**src/rtl/cu_pkg.sv**
```systemverilog
// Shared definitions for the hardwired control unit: opcodes, ALU codes,
// T-state encodings and instruction classes.
package cu_pkg;

    localparam int OPC_W    = 5;
    localparam int ALU_OP_W = 5;

    localparam logic [OPC_W-1:0] OPC_ADD  = 5'b00011,
                                 OPC_SUB  = 5'b00100,
                                 OPC_AND  = 5'b00101,
                                 OPC_OR   = 5'b00110,
                                 OPC_ADDI = 5'b01100,
                                 OPC_MUL  = 5'b01111,
                                 OPC_BR   = 5'b10010,
                                 OPC_IN   = 5'b10110,
                                 OPC_OUT  = 5'b10111,
                                 OPC_MFHI = 5'b11000,
                                 OPC_MFLO = 5'b11001,
                                 OPC_NOP  = 5'b11010,
                                 OPC_HALT = 5'b11011;

    localparam logic [ALU_OP_W-1:0] ALU_NONE = 5'b00000,
                                    ALU_ADD  = 5'b00011,
                                    ALU_MUL  = 5'b01111;

    typedef enum logic [3:0] {
        S_T0   = 4'h0,
        S_T1   = 4'h1,
        S_T2   = 4'h2,
        S_T3   = 4'h3,
        S_T4   = 4'h4,
        S_T5   = 4'h5,
        S_T6   = 4'h6,
        S_HALT = 4'hE,
        S_RST  = 4'hF
    } state_t;

    typedef enum logic [3:0] {
        CL_RTYPE = 4'd0,
        CL_ADDI  = 4'd1,
        CL_MUL   = 4'd2,
        CL_MFHI  = 4'd3,
        CL_MFLO  = 4'd4,
        CL_IN    = 4'd5,
        CL_OUT   = 4'd6,
        CL_BR    = 4'd7,
        CL_NOP   = 4'd8,
        CL_HALT  = 4'd9
    } iclass_t;

endpackage

```
**src/rtl/cu_decode.sv**
```systemverilog
// Opcode to instruction-class decoder. The br class only exists when
// CU_BRANCH_EN is defined; otherwise opcode 10010 falls through to nop.
module cu_decode
    import cu_pkg::*;
(
    input  logic [OPC_W-1:0] opcode_i,
    output logic [3:0]       iclass_o
);

    // Map each opcode to the class that selects its execute-phase strobes.
    always_comb begin
        iclass_o = CL_NOP;
        case (opcode_i)
            OPC_ADD, OPC_SUB, OPC_AND, OPC_OR: iclass_o = CL_RTYPE;
            OPC_ADDI:                          iclass_o = CL_ADDI;
            OPC_MUL:                           iclass_o = CL_MUL;
            OPC_MFHI:                          iclass_o = CL_MFHI;
            OPC_MFLO:                          iclass_o = CL_MFLO;
            OPC_IN:                            iclass_o = CL_IN;
            OPC_OUT:                           iclass_o = CL_OUT;
            OPC_HALT:                          iclass_o = CL_HALT;
`ifdef CU_BRANCH_EN
            OPC_BR:                            iclass_o = CL_BR;
`endif
            default:                           iclass_o = CL_NOP;
        endcase
    end

endmodule

```
**src/rtl/control_sequencer.sv**
```systemverilog
// Hardwired T-state control unit driving the Datapath strobes.
// Fetch T0-T2, execute T3-T6, HALT until Clear. Optional branch support
// is enabled with the CU_BRANCH_EN macro.
module control_sequencer
    import cu_pkg::*;
(
    input  logic                Clock,
    input  logic                Clear,
    input  logic [31:0]         IR,
    input  logic                Stop,
    input  logic                CON_FF,
    output logic                PCout,
    output logic                Zlowout,
    output logic                Zhiout,
    output logic                MDRout,
    output logic                HIout,
    output logic                LOout,
    output logic                InPortout,
    output logic                Cout,
    output logic                MARin,
    output logic                Zin,
    output logic                PCin,
    output logic                MDRin,
    output logic                IRin,
    output logic                Yin,
    output logic                HIin,
    output logic                LOin,
    output logic                Out_Portin,
    output logic                CONin,
    output logic                IncPC,
    output logic                Read,
    output logic                Write,
    output logic                Gra,
    output logic                Grb,
    output logic                Grc,
    output logic                Rin,
    output logic                Rout,
    output logic                BAout,
    output logic [ALU_OP_W-1:0] ALU_op,
    output logic                Run,
    output logic [3:0]          Present_state
);

    state_t           state_q, state_d;
    logic [OPC_W-1:0] opc_q;
    logic [OPC_W-1:0] opc_cur;
    logic [3:0]       iclass_raw;
    iclass_t          iclass;
    logic             last_state;

    logic unused_ir;
    assign unused_ir = ^IR[26:0];

    // The Datapath IR becomes valid at T3, so T3 decodes the live IR and
    // later execute states use the copy captured on leaving T3.
    assign opc_cur = (state_q == S_T3) ? IR[31:27] : opc_q;

    cu_decode u_decode (
        .opcode_i (opc_cur),
        .iclass_o (iclass_raw)
    );

    assign iclass = iclass_t'(iclass_raw);

    // Flag the final execute state of the current instruction.
    always_comb begin
        last_state = 1'b0;
        case (iclass)
            CL_RTYPE, CL_ADDI: last_state = (state_q == S_T5);
            CL_MUL, CL_BR:     last_state = (state_q == S_T6);
            default:           last_state = (state_q == S_T3);
        endcase
    end

    // Next-state selection; Stop only matters at an instruction boundary.
    always_comb begin
        state_d = state_q;
        case (state_q)
            S_RST:  state_d = S_T0;
            S_T0:   state_d = S_T1;
            S_T1:   state_d = S_T2;
            S_T2:   state_d = S_T3;
            S_T3, S_T4, S_T5, S_T6: begin
                if (state_q == S_T3 && iclass == CL_HALT) begin
                    state_d = S_HALT;
                end else if (last_state) begin
                    state_d = Stop ? S_HALT : S_T0;
                end else begin
                    case (state_q)
                        S_T3:    state_d = S_T4;
                        S_T4:    state_d = S_T5;
                        default: state_d = S_T6;
                    endcase
                end
            end
            S_HALT: state_d = S_HALT;
            default: state_d = S_RST;
        endcase
    end

    // State register and opcode capture; Clear aborts immediately.
    always_ff @(posedge Clock or negedge Clear) begin
        if (!Clear) begin
            state_q <= S_RST;
            opc_q   <= '0;
        end else begin
            state_q <= state_d;
            if (state_q == S_T3) begin
                opc_q <= IR[31:27];
            end
        end
    end

    // Moore strobe decode from the current state and instruction class.
    always_comb begin
        PCout = 1'b0; Zlowout = 1'b0; Zhiout = 1'b0; MDRout = 1'b0;
        HIout = 1'b0; LOout = 1'b0; InPortout = 1'b0; Cout = 1'b0;
        MARin = 1'b0; Zin = 1'b0; PCin = 1'b0; MDRin = 1'b0; IRin = 1'b0;
        Yin = 1'b0; HIin = 1'b0; LOin = 1'b0; Out_Portin = 1'b0; CONin = 1'b0;
        IncPC = 1'b0; Read = 1'b0;
        Gra = 1'b0; Grb = 1'b0; Grc = 1'b0; Rin = 1'b0; Rout = 1'b0;
        ALU_op = ALU_NONE;
        case (state_q)
            S_T0: begin PCout = 1'b1; MARin = 1'b1; IncPC = 1'b1; Zin = 1'b1; end
            S_T1: begin Zlowout = 1'b1; PCin = 1'b1; Read = 1'b1; MDRin = 1'b1; end
            S_T2: begin MDRout = 1'b1; IRin = 1'b1; end
            S_T3: begin
                case (iclass)
                    CL_RTYPE, CL_ADDI: begin Grb = 1'b1; Rout = 1'b1; Yin = 1'b1; end
                    CL_MUL:  begin Gra = 1'b1; Rout = 1'b1; Yin = 1'b1; end
                    CL_MFHI: begin HIout = 1'b1; Gra = 1'b1; Rin = 1'b1; end
                    CL_MFLO: begin LOout = 1'b1; Gra = 1'b1; Rin = 1'b1; end
                    CL_IN:   begin InPortout = 1'b1; Gra = 1'b1; Rin = 1'b1; end
                    CL_OUT:  begin Gra = 1'b1; Rout = 1'b1; Out_Portin = 1'b1; end
`ifdef CU_BRANCH_EN
                    CL_BR:   begin Gra = 1'b1; Rout = 1'b1; CONin = 1'b1; end
`endif
                    default: ;
                endcase
            end
            S_T4: begin
                case (iclass)
                    CL_RTYPE: begin Grc = 1'b1; Rout = 1'b1; Zin = 1'b1; ALU_op = opc_cur; end
                    CL_ADDI:  begin Cout = 1'b1; Zin = 1'b1; ALU_op = ALU_ADD; end
                    CL_MUL:   begin Grb = 1'b1; Rout = 1'b1; Zin = 1'b1; ALU_op = ALU_MUL; end
`ifdef CU_BRANCH_EN
                    CL_BR:    begin PCout = 1'b1; Yin = 1'b1; end
`endif
                    default: ;
                endcase
            end
            S_T5: begin
                case (iclass)
                    CL_RTYPE, CL_ADDI: begin Zlowout = 1'b1; Gra = 1'b1; Rin = 1'b1; end
                    CL_MUL:   begin Zlowout = 1'b1; LOin = 1'b1; end
`ifdef CU_BRANCH_EN
                    CL_BR:    begin Cout = 1'b1; Zin = 1'b1; ALU_op = ALU_ADD; end
`endif
                    default: ;
                endcase
            end
            S_T6: begin
                case (iclass)
                    CL_MUL:   begin Zhiout = 1'b1; HIin = 1'b1; end
`ifdef CU_BRANCH_EN
                    CL_BR:    begin Zlowout = 1'b1; PCin = CON_FF; end
`endif
                    default: ;
                endcase
            end
            default: ;
        endcase
    end

`ifndef CU_BRANCH_EN
    logic unused_con;
    assign unused_con = CON_FF;
`endif

    // No store instructions are sequenced here.
    assign Write = 1'b0;
    assign BAout = 1'b0;

    assign Run           = (state_q != S_RST) && (state_q != S_HALT);
    assign Present_state = state_q;

endmodule

```
**config.mk**
```make
export PLATFORM = sky130hd
export DESIGN_NAME = control_sequencer
export DESIGN_NICKNAME = d
export VERILOG_FILES = /design/src/rtl/cu_pkg.sv /design/src/rtl/cu_decode.sv /design/src/rtl/control_sequencer.sv
export SDC_FILE = /design/constraint.sdc
export NUM_CORES = 1
export LEC_CHECK = 0
export ABC_AREA = 0
export CORE_MARGIN = 10
export CORE_UTILIZATION = 35
export DETAILED_ROUTE_END_ITERATION = 16
export PLACE_DENSITY = 0.76
export SKIP_CTS_REPAIR_TIMING = 1
export SLEW_MARGIN = 25
export SYNTH_ARGS = -nofsm -noshare
export SYNTH_HDL_FRONTEND = slang
export SYNTH_SLANG_ARGS = --single-unit
```
**constraint.sdc**
```tcl
create_clock -name Clock -period 5.3 [get_ports Clock]
set_input_delay 0.795 -clock Clock [delete_from_list [all_inputs] [get_ports Clock]]
set_output_delay 0.795 -clock Clock [all_outputs]
set_load 0.005 [all_outputs]
```
==> summary.md <==
| Metric | Value |
|---|---|
| Run status | completed |
| RR Startpoint | Present_state[1] |
| Maximum number of pins on one net before global-route repair | 15 |
| Placed cells | 223 |
| Endpoints failing hold | 0 |
| Die Width | 78.4 µm |
| Worst path bufs/invs | 3 |
| Max cap viols | 0 |
| Global-route wire length before repair | 5750 µm |
| Worst path cell trace | nand4bb_1, mux2i_2, inv_1, ha_1, inv_1, a221o_1, o21ai_4, or2_1, a21oi_1, or2_1, clkdlybuf4s50_1 |
| Slew Limit Fails | 0 |
| Critical path origin | Present_state[1] |
| H-tree lvl count | 1 |
| Yosys cell types | 57 |
| RR Endpoint | Present_state[2] |
| Initial Utilization | 0.361 |
| Antenna cells | 0 |
| Largest delay share family, worst path | simple AND/OR/NAND/NOR gates |
| Final WS setup | 0.733 ns |
| CTS tree | built |
| FILL cells | 341 |
| Post-synthesis compound-gate area fraction | 0.212 |
| Post-synthesis mux area share | 0.0524 |
| Die height | 78.4 µm |
| Synthesis-stage register bit count | 9 |
| Arr. time, crit path | 3.77 ns |
| Vias in the first global route | 1188 |
| Crit path required time | 4.51 ns |
| Longest Clk Path Bufs | 2 |
| Setup crit end | Rin |
| Pwr dens | 464 mW/mm² |
| Number of top-level pins | 73 |
| R2R setup slack | 2.11 ns |
| Total GRT Usage | 0.112 |
| Most common cell after layout, fill and taps aside | clkdlybuf4s50_1 |
| TritonRoute pass-1 iters | 4 |
| Initial DRC Count | 113 |
| Fin crit period | ~4.6 ns |
| Reg2reg path depth | 11 |
| Clock sinks | 9 |
| Simple-gate share of the synthesized area | 0.347 |
| Area leader, netlist | dfrtp_1 |
| Remaining antenna violation count | 0 |
| Post-Layout Cell Count | 227 |
| Antenna violations before repair | 0 |
| Layout cells sized above 1 | 0.116 |
| XOR/XNOR share of the synthesized area | 0.0220 |
| Crit path max fanout | 12 |
| CP startpoint kind | flop |
| Clk root buf | clkbuf_4 |
| Die area | 0.00615 mm² |
| Clock transition at path regs | 0.06 ns |
| Synthesized area | 0.00119 mm² |
| CP Capture Type | output port |
| Peak supply drop | 0.207 mV |
| RSZ-0062 raised after global routing | no |
| Critical Path Stages | 11 |
| CTS Buf Count | 3 |
| Top cell type's share of synthesized area | 0.105 |
| IO buf count | 41 |
| RD Place Congestion | 0.904 |
| Most used DFF post-synth | dfrtp_1 |
| DP HPWL | 2730 µm |
| Clock latency on the worst-skew pair | roughly 0.26 ns |
| Synth Area in Adders | 0.0209 |
| Setup Slack @ Placement | 0.915 ns |
| Top post-synthesis cells by area | dfrtp_1 (10%), dfstp_2 (8.8%), buf_4 (7.5%) |
| Most frequent cells in the layout | clkdlybuf4s50_1 (41), nand2_1 (14), nor2_1 (14) |
| Final period util | 0.862 |
| Syn Inst Count | 153 |
| Drt drc | 0 |
| Power, Total | 0.724 mW |
| Post-synth EDFFs | 0 |
| Routed vias | 1223 |
| Std-Cell Rows | 21 |
| Routed WL per cell | 15.3 µm |
| Fin Hold WS | around 0.57 ns |
| LEAKAGE | around 0.61 nW |
| Kind of critical path | reg2out |
| Synth warnings | 0 |
| Slew headroom | 0.605 |
| Fmax | ~0.22 GHz |
| HP Class | reg2reg |
| Slowest-stage cell, CP | dfstp_2 |
| Post-DR vias/cell | approximately 5.4 |
| Final setup violation count | 0 |
| FFs w/ async S/R, synth | 1.00 |
| Post-synthesis sequential area ratio | 0.193 |
| Mean post-synth cell area | 7.81 µm² |
| Core area | 0.00331 mm² |
| Setup total negative slack | 0 ns |
| Final #Nets | 220 |
| Grt ovf | 0 |
| Main combinational cell family by area after synthesis | simple AND/OR/NAND/NOR gates |
| Total length of routed wires | ~3500 µm |
| Worst slew pin tran | slightly below 0.6 ns |
| Slowest Stage Delay on Critical Path | 0.64 ns |
| Worst Skew | 0.00390 ns |
| Syn-to-layout area delta | 30.7% |
[synth_stat cells (all sizes together), types with 2 or more instances]
| cell | count |
|---|---|
| o21ai | 4 |
| nand4bb | 2 |
| clkbuf | 2 |
| dfrtp | 5 |
| nor4 | 3 |
| dfstp | 4 |
| nand2b | 7 |
| nor3 | 9 |
| nand2 | 14 |
| nand4b | 2 |
| ha | 2 |
| nor2 | 15 |
| nor4b | 2 |
| a31oi | 4 |
| buf | 19 |
| inv | 8 |
| nand3b | 4 |
| mux2i | 4 |
| nand3 | 4 |
| o21bai | 2 |
| or2 | 3 |
| a21o | 2 |
| xnor2 | 3 |
| a211oi | 2 |
| a21oi | 6 |
[through the flow]
stage               utilization  area [µm²]
floorplan                     -        1200
global placement          0.464        1540
detailed placement        0.464        1540
CTS                       0.472        1560
global route              0.472        1560
finish                    0.472        1560
[layer usage]
metal	global-route usage	vias up	wire length [µm]
met5	0	-	0
met4	0.0269	0	27
met3	0.0456	2	296
met2	0.192	50	1780
met1	0.126	577	1360
li1	-	594	-
[cell families (layout without fill, tap and decap cells)]
logic type / after synthesis / after routing
flops: 9 / 9
xor+xnor: 3 / 3
simple gates: 72 / 72
mux: 5 / 5
compound gates: 32 / 32
fa+ha+maj: 2 / 2
other cells: 1 / 3
buf+inv: 29 / 55
[layout make-up]
class / count / area (µm²) / share of cell area
Multi-Input combinational cell: 117 / 792 / 0.507
Timing Repair Buffer: 43 / 425 / 0.272
Sequential cell: 9 / 230 / 0.147
Tap cell: 46 / 57.6 / 0.0369
Inverter: 8 / 30.0 / 0.0192
Clock buffer: 4 / 26.3 / 0.0168
[worst min path at each step]
stage / startpoint / to / slack [ns] / depth (start not counted)
after floorplan: Clear / opc_q[0] / 0.50 / 0
after global placement: Present_state[0] / Present_state[0] / 0.57 / 2
after detailed placement: Present_state[0] / Present_state[0] / 0.57 / 2
after CTS: Present_state[0] / Present_state[0] / 0.58 / 2
after global routing: Present_state[0] / Present_state[0] / 0.60 / 2
final: Present_state[0] / Present_state[0] / 0.57 / 2
[tightest hold or removal path: stages, from the launching register on]
cell	delay, ns
dfstp_2	0.41
nand2b_1	0.10
xnor2_1	0.06
[where the power goes]
part / leakage (nW) / total [mW] / switching, mW / internal, mW
Clock: 0.0150 / 0.0523 / 0.0234 / 0.0290
Sequential: 0.101 / 0.182 / 0.0676 / 0.115
Combinational: 0.497 / 0.490 / 0.262 / 0.228
Total: 0.613 / 0.724 / 0.353 / 0.372
[state kept, by name (all words and copies together), names as in the netlist]
register	count
Present_state	4
opc_q	5
Power figures use the tool's default switching activity.
